**src/rtl/instr_fetch_if.sv**
```systemverilog
// Fetch-stage bus: run handshake, ROM address/data, branch resolution inputs and decoder-facing outputs.
// Latency: n/a (signal bundle only).
// Backpressure: Stall is the only hold input; there is no ready back to the fetch stage.
//
// Optional feature macro: FETCH_CYCLE_COUNT_EN adds the 16-bit CycleCount signal.
// Modports: master = fetch stage (drives PC/Instr/InstrValid/Done), slave = top level / ROM / decoder side.
interface instr_fetch_if #(
    parameter int PC_W = 10,
    parameter int IW   = 9
);
    // Run control and ROM/decoder inputs to the fetch stage
    logic            Start;
    logic [PC_W-1:0] ProgEnd;
    logic [IW-1:0]   InstrIn;
    logic            Branch;
    logic            Zero;
    logic            Stall;

    // Fetch stage outputs
    logic [PC_W-1:0] PC;
    logic [IW-1:0]   Instr;
    logic            InstrValid;
    logic            Done;
`ifdef FETCH_CYCLE_COUNT_EN
    logic [15:0]     CycleCount;
`endif

`ifdef FETCH_CYCLE_COUNT_EN
    modport master (
        input  Start, ProgEnd, InstrIn, Branch, Zero, Stall,
        output PC, Instr, InstrValid, Done, CycleCount
    );
    modport slave (
        output Start, ProgEnd, InstrIn, Branch, Zero, Stall,
        input  PC, Instr, InstrValid, Done, CycleCount
    );
`else
    modport master (
        input  Start, ProgEnd, InstrIn, Branch, Zero, Stall,
        output PC, Instr, InstrValid, Done
    );
    modport slave (
        output Start, ProgEnd, InstrIn, Branch, Zero, Stall,
        input  PC, Instr, InstrValid, Done
    );
`endif
endinterface

```
**src/rtl/instr_fetch.sv**
```systemverilog
// PC / instruction-fetch stage with IDLE/RUN/DONE run sequencing and conditional branch resolution.
// Latency: Start -> first valid instruction 1 cycle; taken branch -> target executes next cycle (no bubble).
// Backpressure: Stall holds PC and state; each stalled cycle re-presents the same instruction.
//
// Ports:
//   Clk        - single clock, all state on rising edge
//   Reset      - synchronous, active-high, overrides every other input
//   bus        - instr_fetch_if.master: Start, ProgEnd, InstrIn, Branch, Zero, Stall in;
//                PC, Instr, InstrValid, Done (and CycleCount) out
// Optional feature macro: FETCH_CYCLE_COUNT_EN adds a saturating 16-bit RUN-cycle counter.
module instr_fetch #(
    parameter int PC_W  = 10,
    parameter int IW    = 9,
    parameter int OFF_W = 6
) (
    input  logic           Clk,
    input  logic           Reset,
    instr_fetch_if.master  bus
);

    localparam logic [1:0] ST_IDLE = 2'd0;
    localparam logic [1:0] ST_RUN  = 2'd1;
    localparam logic [1:0] ST_DONE = 2'd2;

    localparam int EXT_W = PC_W - OFF_W;

    logic [1:0]      state_q, state_d;
    logic [PC_W-1:0] pc_q, pc_d;

    logic            in_run;
    logic            taken;
    logic            at_end;
    logic [PC_W-1:0] br_off;
    logic [PC_W-1:0] pc_seq;
    logic [PC_W-1:0] pc_br;

    assign in_run = (state_q == ST_RUN);

    // Only a running, non-stalled branch with a non-zero ALU result is taken.
    assign taken  = bus.Branch & ~bus.Zero & in_run & ~bus.Stall;
    assign at_end = (pc_q == bus.ProgEnd);

    // Signed offset field sign-extended to PC width; the adds wrap modulo 2^PC_W,
    // which is exactly the required behaviour in both directions.
    assign br_off = {{EXT_W{bus.InstrIn[OFF_W-1]}}, bus.InstrIn[OFF_W-1:0]};
    assign pc_seq = pc_q + PC_W'(1);
    assign pc_br  = pc_q + br_off;

    always_comb begin
        state_d = state_q;
        pc_d    = pc_q;
        case (state_q)
            ST_IDLE: begin
                if (bus.Start) begin
                    state_d = ST_RUN;
                    pc_d    = '0;
                end
            end
            ST_RUN: begin
                // Stall freezes everything, including end-of-program detection.
                if (!bus.Stall) begin
                    if (taken) begin
                        // A taken branch wins over ProgEnd: the run continues.
                        pc_d = pc_br;
                    end else if (at_end) begin
                        state_d = ST_DONE;
                    end else begin
                        pc_d = pc_seq;
                    end
                end
            end
            ST_DONE: begin
                if (bus.Start) begin
                    state_d = ST_RUN;
                    pc_d    = '0;
                end
            end
            default: begin
                state_d = ST_IDLE;
                pc_d    = '0;
            end
        endcase
    end

    always_ff @(posedge Clk) begin
        if (Reset) begin
            state_q <= ST_IDLE;
            pc_q    <= '0;
        end else begin
            state_q <= state_d;
            pc_q    <= pc_d;
        end
    end

`ifdef FETCH_CYCLE_COUNT_EN
    logic [15:0] cnt_q, cnt_d;

    // Counts every RUN cycle (stalls included), saturating; restarts on each accepted Start.
    always_comb begin
        cnt_d = cnt_q;
        if (in_run) begin
            if (cnt_q != 16'hFFFF) begin
                cnt_d = cnt_q + 16'd1;
            end
        end else if (bus.Start) begin
            cnt_d = '0;
        end
    end

    always_ff @(posedge Clk) begin
        if (Reset) begin
            cnt_q <= '0;
        end else begin
            cnt_q <= cnt_d;
        end
    end

    assign bus.CycleCount = cnt_q;
`endif

    // Outputs come from registered state only; Start has no combinational path to them.
    assign bus.PC         = pc_q;
    assign bus.Instr      = bus.InstrIn;
    assign bus.InstrValid = in_run;
    assign bus.Done       = (state_q == ST_DONE);

endmodule

```
**src/flat_wrapper.sv**
```systemverilog
// flat-port wrapper written by rule: the top's interface ports become plain ports
module instr_fetch_flat 
#(
    parameter int PC_W  = 10,
    parameter int IW    = 9,
    parameter int OFF_W = 6
)
  (Clk, Reset, bus_Start, bus_ProgEnd, bus_InstrIn, bus_Branch, bus_Zero, bus_Stall, bus_PC, bus_Instr, bus_InstrValid, bus_Done);
  instr_fetch_if #(.PC_W(PC_W), .IW(IW)) bus_i ();
  input  logic Clk;
  input  logic Reset;
  input wire logic [$bits(bus_i.Start)-1:0] bus_Start;
  input wire logic [$bits(bus_i.ProgEnd)-1:0] bus_ProgEnd;
  input wire logic [$bits(bus_i.InstrIn)-1:0] bus_InstrIn;
  input wire logic [$bits(bus_i.Branch)-1:0] bus_Branch;
  input wire logic [$bits(bus_i.Zero)-1:0] bus_Zero;
  input wire logic [$bits(bus_i.Stall)-1:0] bus_Stall;
  output wire logic [$bits(bus_i.PC)-1:0] bus_PC;
  output wire logic [$bits(bus_i.Instr)-1:0] bus_Instr;
  output wire logic [$bits(bus_i.InstrValid)-1:0] bus_InstrValid;
  output wire logic [$bits(bus_i.Done)-1:0] bus_Done;
  assign bus_i.Start = bus_Start;
  assign bus_i.ProgEnd = bus_ProgEnd;
  assign bus_i.InstrIn = bus_InstrIn;
  assign bus_i.Branch = bus_Branch;
  assign bus_i.Zero = bus_Zero;
  assign bus_i.Stall = bus_Stall;
  assign bus_PC = bus_i.PC;
  assign bus_Instr = bus_i.Instr;
  assign bus_InstrValid = bus_i.InstrValid;
  assign bus_Done = bus_i.Done;
  instr_fetch #(.PC_W(PC_W), .IW(IW), .OFF_W(OFF_W)) u_core (.Clk(Clk), .Reset(Reset), .bus(bus_i));
endmodule
```
**config.mk**
```make
export PLATFORM = sky130hd
export DESIGN_NAME = instr_fetch_flat
export DESIGN_NICKNAME = d
export VERILOG_FILES = /design/src/rtl/instr_fetch_if.sv /design/src/rtl/instr_fetch.sv /design/src/flat_wrapper.sv
export SDC_FILE = /design/constraint.sdc
export NUM_CORES = 1
export LEC_CHECK = 0
export CAP_MARGIN = 0
export CELL_PAD_IN_SITES_DETAIL_PLACEMENT = 1
export CELL_PAD_IN_SITES_GLOBAL_PLACEMENT = 1
export CORE_ASPECT_RATIO = 0.75
export CORE_MARGIN = 2
export CORE_UTILIZATION = 30
export DETAILED_ROUTE_END_ITERATION = 16
export PLACE_DENSITY = 0.8
export SETUP_SLACK_MARGIN = 0.5
export SYNTH_ARGS = -nofsm -noshare
export SYNTH_HDL_FRONTEND = slang
export SYNTH_SLANG_ARGS = --single-unit
```
**constraint.sdc**
```tcl
create_clock -name Clk -period 3.7 [get_ports Clk]
set_input_delay 0.555 -clock Clk [delete_from_list [all_inputs] [get_ports Clk]]
set_output_delay 0.555 -clock Clk [all_outputs]
set_load 0.05 [all_outputs]
```
==> out/summary.txt <==
status = complete, no violations
Hold Violations, Final = 0
CP Launch Type = primary input
Slew @ Worst Pin = 813 ps
initial antenna violation count = 0
Initial Utilization = 0.316
DP Area = 1560 um2
Yosys reg bits = 12
worst hold path type = flop to flop
prevailing post-synth register cell = dfxtp_1
Synth-to-Final Area Change = 41.2%
critical path class = primary input to flop
share of layout cells above drive strength 1 = 0.0847
power density over the cells = 238 nW/um2
pre-CTS setup slack = -4.90 ps
CTS tree = built
WL per Instance = 16.9 um
# nets final = 211
Critical Path Sink Type = flop
Max Buffers Root-to-Sink = 2
Post-Syn Instances = 142
Die ar. = 4400 um2
sequential share of the synthesized area = 0.206
Slew HR = 0.453
XOR/XNOR Fraction of Synth Area = 0.0828
setup slack after layout = 666 ps
critical path arrival = 3210 ps
GR Util met3 = 0.0467
final WL = 3870 um
compound-gate portion of the synthesized area = 0.241
largest net degree at the start of global routing = 17
Max-Cap Viols = 0
Max Fclk = 0.330 GHz
total grt overflow = 0
Design Area, Final = 1640 um2
Critical Path Fanout Max = 3
GPL Wtd Cong = 0.809
CTS Hold Buffers Added = 0
vias in the first global route = 1,243
Syn Std Cell Area = 1160 um2
Placed Cells = 225
hpwl dp = 2980 um
TNS Setup = 0 ps
Port Buf Inserts = 39
Core Area = 3680 um2
I/O pins = 46
total CTS buffers = 3
Reg clk slew, reported paths = 60 ps
GR peak layer = met2
Setup Viol. Count Final = 0
Post-Syn Nets = 175
met2 usage = 0.306
Mapped Avg Cell Area = 8.19 um2
Max Slew Vio Count = 0
final period utilization = 0.820
Final Total Pwr = 0.391 mW
Total GRT Usage = 0.178
Clock Tree Root = clkbuf_8
via count = 1,229
Worst-Skew Late Latency = 250 ps
yosys warns = 0
Worst EP required = 3870 ps
first-pass GRT wire length = 6190 um
floorplan row count = 19
H-tree levels = 1
maximum VDD drop = 0.000134 V
mux cell area share after synthesis = 0.0441
Die Width = 75.9 um
# DRC = 0
Leak Pwr = 0.662 nW
adder-cell share of the synthesized area = 0.0925
most frequent cells in the layout = clkdlybuf4s50_1 (38), nor2_1 (13), dfxtp_1 (12)
Distinct cells, synth = 48
Async SR Flop Fraction = 0
commonest non-fill, non-tap cell in the layout = clkdlybuf4s50_1
unrepaired setup endpoints after global routing = true
antenna diode count = 0
ANT nets after route = 0
Die H = 57.9 um
simple-gate share of the synthesized area = 0.243
Non-Filler Instances = 229
Post-synth EDFFs = 0
CTS Sinks = 12
DRT iter0 DRCs = 32
largest family of logic cells by synthesized area = simple AND/OR/NAND/NOR gates
DRT Pass-1 Iters = 4
min Tclk post-route = 3030 ps
Setup Buffers After CTS = 0
GR Util met1 = 0.226
DR vias/cell = 5.37
clk_skew = 4.71 ps
==> final timing paths <==
kind                                                startpoint                             to  slack, ps  cells after the start
worst max register to register  u_core.state_q[0]$_SDFFE_PP0P_  u_core.bus.PC[8]$_SDFFE_PP0P_        880                     12
worst max-delay path                                  bus_Zero  u_core.bus.PC[9]$_SDFFE_PP0P_        670                     12
worst min register to register   u_core.bus.PC[4]$_SDFFE_PP0P_  u_core.bus.PC[4]$_SDFFE_PP0P_        510                      2
worst min-delay path             u_core.bus.PC[4]$_SDFFE_PP0P_  u_core.bus.PC[4]$_SDFFE_PP0P_        510                      2
==> stage by stage <==
stage	hold slack (ps)	util
floorplan	557	-
global placement	494	0.424
detailed placement	509	0.424
CTS	518	0.443
global route	566	0.446
finish	515	0.446
==> power breakdown <==
group | internal [mW] | total (mW) | switching, mW
clock | 0.0945 | 0.155 | 0.0603
sequential | 0.131 | 0.135 | 0.00335
combinational | 0.0451 | 0.102 | 0.0565
==> synthesized netlist by cell type (4+ instances only) <==
| cell type | instances | area share |
|---|---|---|
| a21oi_1 | 4 | 0.017 |
| a211oi_1 | 4 | 0.026 |
| ha_1 | 7 | 0.075 |
| mux2i_1 | 4 | 0.034 |
| nand2_1 | 8 | 0.026 |
| nor3_1 | 4 | 0.017 |
| inv_1 | 8 | 0.026 |
| nor2_1 | 13 | 0.042 |
| dfxtp_1 | 12 | 0.21 |
| xor2_1 | 10 | 0.075 |
| buf_4 | 9 | 0.058 |
==> layer usage <==
metal | part of all wire | vias to the layer above | wire [um]
li1 | - | 589 | -
met1 | 0.45 | 599 | 1730
met2 | 0.48 | 37 | 1870
met3 | 0.061 | 4 | 237
met4 | 0.0070 | 0 | 27
met5 | 0 | - | 0
==> cell families (layout without fill, tap and decap cells) <==
family | count (synthesis) | after routing
AND/OR/NAND/NOR | 51 | 51
AO/OA/AOI/OAI | 36 | 36
buffers and inverters | 19 | 54
flip-flops | 12 | 12
XOR/XNOR | 11 | 11
adder cells (fa/ha/maj) | 8 | 8
multiplexers | 5 | 5
==> repair_timing <==
item	in CTS	in global routing
pin swaps	0	3
resized for setup	6	3
setup endpoints to repair	1	2
==> sequential cells by signal (all words and copies together), names as in the netlist <==
signal / count
u_core.bus.PC: 10
u_core.state_q: 2
==> worst max-delay path: stages <==
cell	delay [ps]
clkdlybuf4s50_1	520
nor2b_4	60
and2_4	160
nand2_1	110
inv_1	50
ha_1	290
a211oi_2	240
o21bai_1	150
a2111oi_2	350
o2111ai_1	170
or4_1	420
a31oi_1	140
==> layout make-up <==
cell class,instances,area (um2)
fillers,441,2040
multi-input cells,111,845
repair buffers,41,404
flip-flops and latches,12,240
well taps,52,65.1
clock buffers,4,55.1
inverters,9,33.8
Note: power is estimated with default switching activity, not from simulation.
